===== config.mk =====
export PLATFORM = sky130hd
export DESIGN_NAME = jtag_tap_fsm
export DESIGN_NICKNAME = d
export VERILOG_FILES = /design/src/rtl/jtag_pkg.sv /design/src/rtl/jtag_tap_fsm.sv
export SDC_FILE = /design/constraint.sdc
export NUM_CORES = 1
export LEC_CHECK = 0
export BUFFER_PORTS_ARGS = -buffer_cell sky130_fd_sc_hd__buf_4
export CORE_AREA = 5 5 42 44
export CTS_BUF_LIST = sky130_fd_sc_hd__clkbuf_8
export DETAILED_ROUTE_END_ITERATION = 6
export DIE_AREA = 0 0 47 49
export HOLD_SLACK_MARGIN = 0.06
export RECOVER_POWER = 100
export SLEW_MARGIN = 15
export SYNTH_ARGS = -nofsm -noshare
export SYNTH_HDL_FRONTEND = slang
export SYNTH_SLANG_ARGS = --single-unit

===== constraint.sdc =====
create_clock -name clk_i -period 2.6 [get_ports clk_i]
set_input_delay 0.39 -clock clk_i [delete_from_list [all_inputs] [get_ports clk_i]]
set_output_delay 0.39 -clock clk_i [all_outputs]
set_load 0.02 [all_outputs]

===== src/rtl/jtag_pkg.sv =====
// rtl/jtag_pkg.sv - shared TAP state encoding and default opcodes for the JTAG TAP model
package jtag_pkg;

    typedef enum logic [3:0] {
        TLR    = 4'd0,
        RTI    = 4'd1,
        SEL_DR = 4'd2,
        CAP_DR = 4'd3,
        SH_DR  = 4'd4,
        EX1_DR = 4'd5,
        PA_DR  = 4'd6,
        EX2_DR = 4'd7,
        UPD_DR = 4'd8,
        SEL_IR = 4'd9,
        CAP_IR = 4'd10,
        SH_IR  = 4'd11,
        EX1_IR = 4'd12,
        PA_IR  = 4'd13,
        EX2_IR = 4'd14,
        UPD_IR = 4'd15
    } tap_state_e;

    localparam logic [5:0]       IR_BYPASS      = 6'h3F;
    // Index 0 is the leftmost entry: USER1 = 6'h02
    localparam logic [0:3][5:0]  DEF_USER_IR    = {6'h02, 6'h03, 6'h22, 6'h23};
    localparam logic [5:0]       DEF_IDCODE_IR  = 6'h09;
    localparam logic [31:0]      DEF_IDCODE_VAL = 32'h13631093;

endpackage


===== src/rtl/jtag_tap_fsm.sv =====
// rtl/jtag_tap_fsm.sv - 16-state IEEE 1149.1 TAP controller with state decodes
module jtag_tap_fsm
    import jtag_pkg::*;
(
    input  logic       clk_i,
    input  logic       rst_ni,
    input  logic       tms_i,
    output tap_state_e state_o,
    output tap_state_e state_next_o,
    output logic       capture_o,
    output logic       shift_o,
    output logic       update_o,
    output logic       reset_o,
    output logic       runtest_o
);

    tap_state_e state_q;
    tap_state_e state_d;

    always_ff @(posedge clk_i or negedge rst_ni) begin
        if (!rst_ni) begin
            state_q <= TLR;
        end else begin
            state_q <= state_d;
        end
    end

    always_comb begin
        state_d = state_q;
        unique case (state_q)
            TLR:    state_d = tms_i ? TLR    : RTI;
            RTI:    state_d = tms_i ? SEL_DR : RTI;
            SEL_DR: state_d = tms_i ? SEL_IR : CAP_DR;
            CAP_DR: state_d = tms_i ? EX1_DR : SH_DR;
            SH_DR:  state_d = tms_i ? EX1_DR : SH_DR;
            EX1_DR: state_d = tms_i ? UPD_DR : PA_DR;
            PA_DR:  state_d = tms_i ? EX2_DR : PA_DR;
            EX2_DR: state_d = tms_i ? UPD_DR : SH_DR;
            UPD_DR: state_d = tms_i ? SEL_DR : RTI;
            SEL_IR: state_d = tms_i ? TLR    : CAP_IR;
            CAP_IR: state_d = tms_i ? EX1_IR : SH_IR;
            SH_IR:  state_d = tms_i ? EX1_IR : SH_IR;
            EX1_IR: state_d = tms_i ? UPD_IR : PA_IR;
            PA_IR:  state_d = tms_i ? EX2_IR : PA_IR;
            EX2_IR: state_d = tms_i ? UPD_IR : SH_IR;
            UPD_IR: state_d = tms_i ? SEL_DR : RTI;
            default: state_d = TLR;
        endcase
    end

    assign state_o      = state_q;
    assign state_next_o = state_d;
    assign capture_o    = (state_q == CAP_DR);
    assign shift_o      = (state_q == SH_DR);
    assign update_o     = (state_q == UPD_DR);
    assign reset_o      = (state_q == TLR);
    assign runtest_o    = (state_q == RTI);

endmodule


==> flow_summary.toml, run 1 <==
[outcome]
status = "finished clean"

[place]
place_worst_setup_slack_ns = 0.810
dpl.hpwl_um = 661
io_buffers = 15
gp_congestion = 0.680
post-place-cells = 69

[worst_setup_path]
crit_chain = "nor4b_1, o21ai_1, o211ai_1, clkbuf_1"
crit_slowest_cell = "dfrtp_1"
r2r_cells = 3
start_kind = "register"
rr_startpoint = "state_o[1]"
r2r-end = "state_o[1]"
required_ns = 2.21
crit_arrival_ns = 1.79
r2r_slack_ns = 1.19
cp_max_fo = 18
crit_type = "reg -> out"
cp-end-kind = "primary output"
critical_path.max_stage_delay_ns = 0.56

[sta]
setup_violations = 0
hold_viol_final = 0
setup_ws_ns = 0.418
fin_worst_skew_ns = 0.00634
rsz0062_at_grt = "false"
tns_ns = 0
max_freq_ghz = 0.458
drv_slew = 0
fin_crit_ns = 2.18
worst_pin_slew_ns = 0.520
fin_crit_sh_pct = 83.9
slew_headroom_pct = 65.3

[synth]
synthesis.nets = 47
synth-seq-cells = 4
syn_avg_cell_area_um2 = 8.93
synth_cell_types = 29
synth-seq-area-share_pct = 25.5
synth_area_um2 = 393
synth_warnings = 0
syn_inst = 44
yosysTopAreaCell = "dfrtp_1"
synth.area.top_cells = "dfrtp_1, buf_6, nor4b_4"
synth_top_area_share_pct = 25.5

[worst_hold_path]
min_from = "tms_i"
hold_end = "state_o[2]"
whs_path_depth = 2
worstHoldPathType = "in -> reg"

[routing]
vias = 382
final_antenna_net_count = 0
drtIter0Drc = 4
vias_per_cell = 5.23
wirelength_um = 952
drc = 0
drt-pass1-iter-count = 4
wl_per_cell_um = 13.0

[clock_network]
clock_sinks = 4
htree_levels = 1
post_cts_buffers = 0
cts.clk_slew.worst_paths_ns = 0.03
cts_inserted_buffers = 3
clk_latency_ns = 0.22
cts_tree = "done"
cts_root_buf = "clkbuf_8"
cts_resized = 0
cts_buffer_depth = 2
holdBufCountCts = 1

[finish]
stdcell_count = 73
antenna_cells = 0
largest_register_ff_count = 4
nets = 62
synthToLayoutAreaGrowth_pct = 15.6
drive_gt1_share_pct = 17.5

[run]
maxCapViolations = 0

[grt]
antenna_found_initial = 0
gr-total-overflow = 0
grt.total_usage_pct = 9.60
grt_first_pass_wirelength_um = 1610
grt_max_degree = 19
grt_pass1_vias = 355

[die]
fp.dieArea_um2 = 2300
die_w_um = 47
die_y_um = 49
rows = 14
core-area_um2 = 1400
start_util_pct = 28.0
io_pins = 16

[power]
peakVddDrop_uv = 650
power.leakage_nw = 0.170
finalPower_w = 0.000740
p_per_area_nw_per_um2 = 1630
[power by group]
| group | leakage, nW | switching [W] | internal (W) |
|---|---|---|---|
| combinational | 0.100 | 0.000256 | 0.000146 |
| sequential | 0.0489 | 0.000115 | 0.0000917 |
| clock | 0.0216 | 0.0000332 | 0.0000988 |
[Yosys cell counts]
cell type,n
dfrtp_1,4
a21oi_1,3
buf_6,3
o21ai_0,3
nand2_1,2
nor2b_1,2
nor3b_1,2
nor4_1,2
o211ai_1,2
o21ai_1,2
a211oi_1,1
a22oi_1,1
a31oi_1,1
and2_2,1
and3_1,1
and3b_2,1
buf_4,1
clkbuf_2,1
clkbuf_8,1
inv_1,1
inv_2,1
nand3_1,1
nor2_1,1
nor2_2,1
nor4b_4,1
o21a_1,1
o221ai_2,1
o2bb2ai_1,1
or2b_1,1
[kinds of logic after synthesis]
logic type / after synthesis / share of synthesized area, %
AOI/OAI and AO/OA: 16 / 27.4
DFF: 4 / 25.5
and+or+nand+nor: 16 / 29.9
buffers and inverters: 8 / 17.2
[critical path, delay by kind of cell (launching register included)]
family	cells	cell delay [ns]
simple gates	1	0.50
flops	1	0.56
compound gates	2	0.25
buf+inv	1	0.26
[final cells by class]
type                       instances  area [um2]
fill                             160         947
multi-input combinational         32         208
sequential                         4         100
timing repair buffer              16        77.6
clock buffer                       3        41.3
tap                               16        20.0
inverter                           2        7.51
[layer usage]
layer  vias up  global-route usage, %  part of all wire [%]  routed length, um
li1        187                      -                     -                  -
met1       181                   12.0                    43                412
met2        14                   14.5                    52                496
met3         0                   3.32                   4.5                 43
met4         0                   4.15                     0                  0
met5         -                      0                     0                  0
[stage by stage]
step | hold slack (ns) | area [um2] | util (%)
floorplan | 0.0944 | 393 | -
global placement | 0.188 | 465 | 33.2
detailed placement | 0.191 | 465 | 33.2
CTS | 0.444 | 517 | 36.9
global route | 0.460 | 454 | 32.4
finish | 0.447 | 454 | 32.4
[worst max-delay path by stage]
stage | from | to | slack (ns)
after detailed placement | state_o[3] | state_next_o[1] | 0.81
after global routing | state_o[1] | state_next_o[1] | 0.37
after global placement | state_o[0] | state_next_o[3] | 0.83
after floorplan | state_o[1] | reset_o | 0.73
after CTS | state_o[3] | state_next_o[1] | 0.58
final | state_o[1] | state_next_o[1] | 0.42
[layout by cell type (no fill, tap or decap), types with 3 or more instances in the layout]
master,count
buf_4,3
dfrtp_1,4
clkbuf_1,12
a21oi_1,3
o21ai_0,3
clkbuf_8,3
Power figures use the tool's default switching activity.
==> run 2: changes to the inputs <==
==> constraint.sdc (replaced) <==
create_clock -name clk_i -period 2.2 [get_ports clk_i]
set_input_delay 0.33 -clock clk_i [delete_from_list [all_inputs] [get_ports clk_i]]
set_output_delay 0.33 -clock clk_i [all_outputs]
set_load 0.02 [all_outputs]
==> run 2 against run 1 <==
Net effect:
- total power grew 19%
- combinational power increased by 20%
- critical path depth did not move
- cell count did not move
- clock skew is 0.0051 ns lower
- clock power grew 19%
- design area up 0.83%
- clock-buffer cell count unchanged
- first-iteration DRC count fell by 25%
- global-route usage is 0.37 points lower
- sequential share of layout area down 0.18 points
==> flow_summary.toml, run 2 (same netlist as run 1, synthesis figures left out) <==
[sta]
hold_viol_final = 0
hold_slack_ns = 0.387
fin_worst_skew_ns = 0.00123
drv_slew = 0
fin_crit_ns = 2.01
tns_ns = 0
worst_pin_slew_ns = 0.505
fin_crit_sh_pct = 91.3
setup_violations = 0
rsz0062_at_grt = "false"
max_freq_ghz = 0.498
slew_headroom_pct = 66.4
setup_ws_ns = 0.192

[die]
rows = 14
fp.dieArea_um2 = 2300
die_y_um = 49
io_pins = 16
start_util_pct = 28.0
die_w_um = 47
core-area_um2 = 1400

[outcome]
status = "finished clean"

[power]
p_per_area_nw_per_um2 = 1930
netSwitchingFraction_pct = 53.6
p_switching_w = 0.000473
p_int_w = 0.000410
peakVddDrop_uv = 869
pwr-share-comb_pct = 54.8
power.leakage_nw = 0.174
power_frac_seq_pct = 27.4
clock_power_share_pct = 17.8

[worst_setup_path]
r2r_cells = 3
cp_top_family = "flip-flops"
cp_max_fo = 18
path_buf_inv = 1
crit_arrival_ns = 1.68
critical_path.max_stage_delay_ns = 0.55
crit_chain = "nor4b_1, o21ai_1, o211ai_1, buf_4"
start_kind = "register"
crit_cells = 4
crit_type = "reg -> out"
cp-end-kind = "primary output"
required_ns = 1.87
crit_slowest_cell = "dfrtp_1"

[finish]
drive_gt1_share_pct = 19.3
layout_common_cells = "clkbuf_1, buf_4, dfrtp_1"
nFillCells = 160
largest_register_ff_count = 4
layout_commonest_cell = "clkbuf_1"
fin_util_pct = 32.7
synthToLayoutAreaGrowth_pct = 16.6
antenna_cells = 0
nets = 62

[worst_hold_path]
whs_path_depth = 2
worstHoldPathType = "in -> reg"

[routing]
wirelength_um = 980
drc = 0
vias = 369
vias_per_cell = 5.05
drtIter0Drc = 3
wl_per_cell_um = 13.4
final_antenna_net_count = 0
drt-pass1-iter-count = 3

[clock_network]
cts_buffer_depth = 2
cts_root_buf = "clkbuf_8"
clk_latency_ns = 0.22
cts_inserted_buffers = 3
cts.clk_slew.worst_paths_ns = 0.03
clock_sinks = 4
htree_levels = 1
cts_tree = "done"

[place]
gp_congestion = 0.680
place_worst_setup_slack_ns = 0.481
dpl.hpwl_um = 626
io_buffers = 15

[grt]
grt_max_degree = 19
antenna_found_initial = 0
grt_first_pass_wirelength_um = 1550
grt.total_usage_pct = 9.23
gr-total-overflow = 0
grt_pass1_vias = 355

[run]
maxCapViolations = 0
run 2: changes by cell type in the layout (fill, tap and decap cells not counted):
cell,previous run,this run
buf_4,3,4
clkbuf_1,12,11
run 2: power by group through the flow:
stage	logic, W	registers [W]	clock network, W
floorplan	0.000483	0.000198	0
global placement	0.000576	0.000257	0
detailed placement	0.000578	0.000258	0
CTS	0.000584	0.000259	0.000163
global route	0.000531	0.000257	0.000168
finish	0.000484	0.000242	0.000157
run 2: final timing paths:
kind	from	end	slack [ns]
worst max-delay path	state_o[1]	state_next_o[1]	0.19
worst min-delay path	tms_i	state_o[2]	0.39
worst max register to register	state_o[1]	state_o[1]	0.82
worst min register to register	state_o[0]	state_o[2]	0.78
max in group asynchronous	rst_ni	state_o[0]	1.50
min in group asynchronous	rst_ni	state_o[2]	0.51
run 2: timing repair:
item | in CTS | in global routing
setup endpoints to repair | 0 | 0
buffers inserted | 0 | 0
hold endpoints to repair | 4 | 0
hold buffers | 1 | 0
resized for setup | 0 | 0
run 2: per-layer routing:
| metal | global-route usage (%) | routed length, um |
|---|---|---|
| met5 | 0 | 0 |
| met4 | 2.76 | 0 |
| met3 | 3.32 | 20 |
| met2 | 16.3 | 552 |
| met1 | 9.69 | 407 |
run 2: cell type report:
| type | instances | area (um2) | area share (%) |
|---|---|---|---|
| Clock buffer | 3 | 41.3 | 9.02 |
| Inverter | 2 | 7.51 | 1.64 |
| Multi-Input combinational cell | 32 | 208 | 45.4 |
| Sequential cell | 4 | 100 | 21.9 |
| Tap cell | 16 | 20.0 | 4.37 |
| Timing Repair Buffer | 16 | 81.3 | 17.8 |
run 2: worst reg2reg max path, stage by stage, from the launching register on:
cell and delay (ns):
dfrtp_1 0.55, nor4b_1 0.48, o21ai_1 0.12, o211ai_1 0.13
run 2: metrics by stage:
step / cells / total power, W / area, um2
2_1_floorplan: 44 / 0.000681 / 393
3_3_place_gp: 69 / 0.000834 / 465
3_5_place_dp: 69 / 0.000837 / 465
4_1_cts: 73 / 0.00101 / 517
5_1_grt: 73 / 0.000956 / 458
6_report: 73 / 0.000883 / 458
